[src/rtl/tff_bank_counter_if.sv]
// Control/data bundle for tff_bank_counter: mode select and operands in,
// register state, complement and terminal-count pulse out.
interface tff_bank_counter_if #(
    parameter int WIDTH = 4
);
    logic             en;
    logic [1:0]       mode;
    logic [WIDTH-1:0] d;
    logic [WIDTH-1:0] t;
    logic             up;
    logic [WIDTH-1:0] q;
    logic [WIDTH-1:0] qb;
    logic             tc;

    modport master (output en, mode, d, t, up, input  q, qb, tc);
    modport slave  (input  en, mode, d, t, up, output q, qb, tc);
endinterface

[src/rtl/tff_bank_counter.sv]
// WIDTH-bit register bank: hold, saturating parallel load, per-bit T-toggle,
// or modulo-(MAX_COUNT+1) up/down count with a registered terminal-count pulse.
module tff_bank_counter #(
    parameter int               WIDTH     = 4,
    parameter logic [WIDTH-1:0] MAX_COUNT = '1,
    parameter logic [WIDTH-1:0] RST_VAL   = '0
) (
    input  logic              clk,
    input  logic              rst,
    tff_bank_counter_if.slave bus
);
    typedef enum logic [1:0] {
        M_HOLD   = 2'b00,
        M_LOAD   = 2'b01,
        M_TOGGLE = 2'b10,
        M_COUNT  = 2'b11
    } mode_e;

    logic [WIDTH-1:0] q_r;
    logic             tc_r;
    logic [WIDTH-1:0] q_nxt;
    logic             tc_nxt;
    mode_e            mode;

    assign mode = mode_e'(bus.mode);

    always_comb begin
        q_nxt  = q_r;
        tc_nxt = 1'b0;
        if (bus.en) begin
            case (mode)
                M_HOLD:   q_nxt = q_r;
                M_LOAD:   q_nxt = (bus.d > MAX_COUNT) ? MAX_COUNT : bus.d;
                // Toggle is deliberately not range-limited; COUNT recovers.
                M_TOGGLE: q_nxt = q_r ^ bus.t;
                M_COUNT: begin
                    if (bus.up) begin
                        if (q_r >= MAX_COUNT) begin
                            q_nxt  = '0;
                            tc_nxt = 1'b1;
                        end else begin
                            q_nxt = q_r + WIDTH'(1);
                        end
                    end else begin
                        if (q_r == '0) begin
                            q_nxt  = MAX_COUNT;
                            tc_nxt = 1'b1;
                        end else if (q_r > MAX_COUNT) begin
                            q_nxt = MAX_COUNT;
                        end else begin
                            q_nxt = q_r - WIDTH'(1);
                        end
                    end
                end
                default:  q_nxt = q_r;
            endcase
        end
    end

    always_ff @(posedge clk or posedge rst) begin
        if (rst) begin
            q_r  <= RST_VAL;
            tc_r <= 1'b0;
        end else begin
            q_r  <= q_nxt;
            tc_r <= tc_nxt;
        end
    end

    assign bus.q  = q_r;
    assign bus.qb = ~q_r;
    assign bus.tc = tc_r;
endmodule

[src/flat_wrapper.sv]
// flat-port wrapper written by rule: the top's interface ports become plain ports
module tff_bank_counter_flat 
#(
    parameter int               WIDTH     = 4,
    parameter logic [WIDTH-1:0] MAX_COUNT = '1,
    parameter logic [WIDTH-1:0] RST_VAL   = '0
)
  (clk, rst, bus_en, bus_mode, bus_d, bus_t, bus_up, bus_q, bus_qb, bus_tc);
  tff_bank_counter_if #(.WIDTH(WIDTH)) bus_i ();
  input  logic clk;
  input  logic rst;
  input wire logic [$bits(bus_i.en)-1:0] bus_en;
  input wire logic [$bits(bus_i.mode)-1:0] bus_mode;
  input wire logic [$bits(bus_i.d)-1:0] bus_d;
  input wire logic [$bits(bus_i.t)-1:0] bus_t;
  input wire logic [$bits(bus_i.up)-1:0] bus_up;
  output wire logic [$bits(bus_i.q)-1:0] bus_q;
  output wire logic [$bits(bus_i.qb)-1:0] bus_qb;
  output wire logic [$bits(bus_i.tc)-1:0] bus_tc;
  assign bus_i.en = bus_en;
  assign bus_i.mode = bus_mode;
  assign bus_i.d = bus_d;
  assign bus_i.t = bus_t;
  assign bus_i.up = bus_up;
  assign bus_q = bus_i.q;
  assign bus_qb = bus_i.qb;
  assign bus_tc = bus_i.tc;
  tff_bank_counter #(.WIDTH(WIDTH), .MAX_COUNT(MAX_COUNT), .RST_VAL(RST_VAL)) u_core (.clk(clk), .rst(rst), .bus(bus_i));
endmodule
[config.mk]
export PLATFORM = sky130hd
export DESIGN_NAME = tff_bank_counter_flat
export DESIGN_NICKNAME = d
export VERILOG_FILES = /design/src/rtl/tff_bank_counter_if.sv /design/src/rtl/tff_bank_counter.sv /design/src/flat_wrapper.sv
export SDC_FILE = /design/constraint.sdc
export NUM_CORES = 1
export LEC_CHECK = 0
export CAP_MARGIN = 10
export CORE_MARGIN = 8
export CORE_UTILIZATION = 34
export DETAILED_ROUTE_END_ITERATION = 12
export PLACE_DENSITY = 0.78
export SETUP_SLACK_MARGIN = 0.15
export SYNTH_ARGS = -nofsm -noshare
export SYNTH_HDL_FRONTEND = slang
export SYNTH_SLANG_ARGS = --single-unit
[constraint.sdc]
create_clock -name clk -period 2.25 [get_ports clk]
set_input_delay 0.225 -clock clk [delete_from_list [all_inputs] [get_ports clk]]
set_output_delay 0.225 -clock clk [all_outputs]
set_load 0.05 [all_outputs]
After elaboration in Yosys (flattened, before gate mapping)
Index checks and enable logic that the tools add are counted.
{"block": "op_classes", "bitwise_logic": 3, "n_reduce_logical": 3, "n_eq_ne": 3, "magnitude_cmp": 3, "n_mux": 11, "addsub": 2}
{"cell": "$mux 4", "n": 5}
{"cell": "$pmux 4 s3", "n": 1}
{"cell": "$gt 4x4->1 const B", "n": 2}
{"cell": "$mux 1", "n": 5}
{"cell": "$add 4x1->4 const B", "n": 1}
{"cell": "$eq 2x2->1 const B", "n": 2}
{"cell": "$ge 4x4->1 const B", "n": 1}
{"cell": "$logic_not 4->1", "n": 1}
{"cell": "$not 4->4", "n": 1}
{"cell": "$sub 4x1->4 const B", "n": 1}
{"cell": "$xor 4x4->4", "n": 1}
{"cell": "$eq 2x1->1 const B", "n": 1}
{"cell": "$logic_not 2->1", "n": 1}
{"cell": "$reduce_and 2->1", "n": 1}
{"cell": "$not 1->1", "n": 1}
{"block": "word_totals", "wordCells": 27, "input_bits": 14, "out_inout_bits": 9, "reg_bits": 5}

Depth between registers and ports, before layout
{"block": "logic_depth", "ltp_word": 5, "depth_mapped": 6, "ltp_nobuf": 6}

Least setup slack after synthesis
Ideal clock, no wire load.
{"block": "synth_timing", "path_type": "register to register", "from": "register u_core.q_r[0] (netlist: u_core.bus.q[0])", "to": "register u_core.q_r[3] (netlist: u_core.bus.q[3])", "stages_incl_launch_ff": 6, "period_less_slack_ps": 2125, "required_time_ps": 2115, "setup_ps": 135, "n_path_buf": 0, "arrival_ps": 1990, "setup_slack_ps": 125, "path_cell_list": "dfrtp_1 inv_1 ha_1 o21bai_1 a221oi_1 o31ai_1"}
{"block": "synth_between", "elab_chain_cells": 5, "elab_cells_between_ends": 10, "cone_classes": "2 x add/sub; 2 x order compare; 5 x mux; 1 x reduce/logical"}
{"item": "from (decl)", "line_no": "tff_bank_counter.sv:19", "source": "logic [WIDTH-1:0] q_r;"}
{"item": "from (signal assigned)", "line_no": "tff_bank_counter.sv:65", "source": "q_r <= q_nxt;"}
{"item": "$sub 4x1->4 / $gt 4x4->1 (equally long branches)", "line_no": "tff_bank_counter.sv:51, tff_bank_counter.sv:48"}
{"item": "$mux 4", "line_no": "tff_bank_counter.sv:48", "source": "end else if (q_r > MAX_COUNT) begin"}
{"item": "$mux 4", "line_no": "tff_bank_counter.sv:45", "source": "if (q_r == '0) begin"}
{"item": "$mux 4 *", "line_no": "tff_bank_counter.sv:37", "source": "if (bus.up) begin"}
{"item": "$pmux 4 s3 *", "line_no": "tff_bank_counter.sv:31", "source": "case (mode)"}
Every way passes the cells marked *; elsewhere a longest branch is shown, timed or not.
A chain may end at the register's enable or synchronous reset.

Final worst setup path
{"block": "layout_timing", "from": "register u_core.q_r[2] (netlist: u_core.bus.q[2])", "to": "output bus_qb[2]"}
{"block": "layout_between", "elab_chain_cells": 1}
{"item": "$not 4->4", "line_no": "tff_bank_counter.sv:71", "source": "assign bus.qb = ~q_r;"}
{"item": "to (decl)", "line_no": "flat_wrapper.sv:18", "source": "output wire logic [$bits(bus_i.qb)-1:0] bus_qb;"}
No other way between the ends.

==> results.yml <==
run_status:
  status: "finished clean"
floorplan:
  io_pins: 23
  die_area_sq_mm: 0.00293
  initial_core_util: 0.371
  fp.coreArea_sq_mm: 0.00133
  die_width_um: 54.2
  die_h_um: 54.2
  rows: 13
detailed_routing:
  wire_per_inst_um: 13.9
  dr.pass1.iters: 4
  ant_nets: 0
  vias: 561
  drc: 0
  viasPerCell: 5.67
  drt_iter0_drc: 11
  wl_mm: 1.38
setup_path:
  arrival_ns: 1.75
  setup.worst_path.end_class: "output port"
  timing.rr.start: "u_core.bus.q[1]"
  critPathLaunchType: "flip-flop"
  reg2regPathDepth: 5
  crit_fanout: 6
  required_ns: 2.03
  r2r-end: "u_core.bus.q[3]"
  r2r_slack_ns: 0.69
  critPathKind: "flip-flop to output port"
global_routing:
  gr-total-overflow: 0
  use_met2: 0.177
  grt_first_pass_wirelength_mm: 2.26
  grt_pass1_vias: 546
  grt_max_degree: 15
  grtUsageMet1: 0.104
  use_met3: 0.0248
  antenna_found_initial: 0
  top_usage_layer: "met2"
  grt_usage: 0.100
sta:
  max_freq_mhz: 507
  tightest_slew_ns: 0.517
  timing.final.crit_share: 0.876
  hold_viol_final: 0
  setup-violations-final: 0
  rsz0062_at_grt: "false"
  max_slew_margin: 0.655
  slew_violations: 0
  fin_setup_tns_ns: 0
  layout_setup_ws_ns: 0.279
  period_minus_slack_ns: 1.97
  fin_skew_ns: 0.00353
clock_network:
  clock_path_buffers: 2
  h-tree-depth: 1
  clock-sinks: 5
  clockRootBuffer: "clkbuf_4"
  ctsHoldBuffers: 0
  clk_pin_slew_ns: 0.04
  cts_tree: "yes"
  cts_made_buffers: 3
  clock_latency_ns: 0.25
  post_cts_buffers: 0
  cts_resized: 0
place:
  dp_hpwl_mm: 1.11
  numPortBuffers: 22
  place_ws_ns: 0.458
  dpl-instance-area_sq_um: 716
  globalplace.congestion: 0.790
cells_and_area:
  fin_area_sq_um: 742
  area_delta_synth_final_pct: 49.7
  layout-drive-gt1-share: 0.0595
  num-nets-final: 101
  fillerInstances: 134
  post-route-util: 0.556
  diodes: 0
yosys:
  postSynthCellCount: 62
  ys_seq_elements: 5
  synth_warnings: 0
  synth_area_leaders: "dfrtp_1, o21ai_0, ha_1"
  synth_fp_nets: 78
  avgSynthCellArea_sq_um: 7.99
  synth_top_area_frac: 0.253
  yosys.area.top_type: "dfrtp_1"
  synth-seq-area-share: 0.253
  ys_types: 30
  syn_area_sq_um: 495
power_and_ir_drop:
  p_total_mw: 0.680
  leakagePower_nw: 0.299
  p_per_area_mw_per_mm2: 917
  peakVddDrop_mv: 0.361
run:
  cap_viol_max_count: 0
min_path:
  min_path_type: "primary input to asynchronous set/reset pin"
where the power goes:
part           switching (mW)  total [mW]  internal (mW)
Combinational           0.254       0.414          0.160
Clock                  0.0401       0.107         0.0673
Sequential             0.0472       0.159          0.111
Total                   0.341       0.680          0.339
final cells by class:
type	count	area, sq um	area share
Clock buffer	4	26.3	0.0354
Timing Repair Buffer	22	220	0.297
Tap cell	15	18.8	0.0253
Multi-Input combinational cell	47	328	0.442
Inverter	6	22.5	0.0304
Sequential cell	5	126	0.170
worst max-delay path, stage by stage (launching register included):
cell	delay, ns
dfrtp_1	0.45
inv_1	0.19
clkdlybuf4s50_1	0.85
synth_stat cells:
cell and n:
a22o_1 1, mux2i_1 2, a22oi_2 1, o21a_1 1
o31ai_1 1, inv_1 6, and4_1 1, nand2_1 3
and3_1 1, o21bai_1 1, nor2_1 3, o32ai_1 1
dfrtp_1 5, o21ai_0 6, nand3b_1 1, buf_2 4
a21oi_1 4, nor2b_1 1, o311a_1 1, nand3_1 4
ha_1 2, a31oi_1 1, o221a_1 1, a221oi_1 2
o2111a_1 1, xnor2_1 2, a21boi_1 1, nand4_1 1
nand4b_1 1, nand2b_1 2
metrics by stage:
stage,hold slack (ns),instances
finish,0.177,99
global route,0.199,99
CTS,0.194,99
detailed placement,0.455,95
global placement,0.437,95
floorplan,0.00345,62
state kept, by name, indices dropped and copies added, names as in the netlist:
register and flops:
u_core.bus.q 4, u_core.bus.tc 1
routing by layer:
metal / vias up / part of all wire / wire, um
met2: 15 / 0.48 / 664
met3: 3 / 0.083 / 115
li1: 277 / - / -
met5: - / 0 / 0
met1: 266 / 0.42 / 578
met4: 0 / 0.017 / 23
how the worst max path moves through the flow:
| stage | from | to |
|---|---|---|
| 2_1_floorplan | u_core.bus.q[1] | u_core.bus.q[3] |
| 4_1_cts | u_core.bus.q[2] | bus_qb[2] |
| 3_5_place_dp | bus_mode[0] | u_core.bus.q[3] |
| 5_1_grt | u_core.bus.q[2] | bus_qb[2] |
| 6_report | u_core.bus.q[2] | bus_qb[2] |
| 3_3_place_gp | bus_mode[0] | u_core.bus.q[3] |
placed cells by master (no fill, tap or decap):
cell type / instances
nand3b_1: 1
clkbuf_4: 3
ha_1: 2
dfrtp_2: 1
and3_1: 1
and4_1: 1
o221a_1: 1
o31ai_1: 1
nand2_1: 3
nand2b_1: 2
inv_1: 6
a221oi_1: 2
xnor2_1: 2
dfrtp_1: 4
a21boi_1: 1
nor2_1: 3
mux2i_1: 2
o32ai_1: 1
o21a_1: 1
o2111a_1: 1
o311a_1: 1
a22o_1: 1
clkdlybuf4s50_1: 22
a21oi_1: 4
nand3_1: 4
nand4_1: 1
o21bai_1: 1
o21ai_0: 6
nand4b_1: 1
a31oi_1: 1
nor2b_1: 1
a22oi_2: 1
clkbuf_1: 1
kinds of logic after synthesis:
family,after synthesis,synth area share
AO/OA/AOI/OAI,23,0.336
AND/OR/NAND/NOR,18,0.200
buffers and inverters,10,0.0859
flip-flops,5,0.253
XOR/XNOR,2,0.0354
multiplexers,2,0.0404
adder cells (fa/ha/maj),2,0.0505
Power figures use the tool's default switching activity.
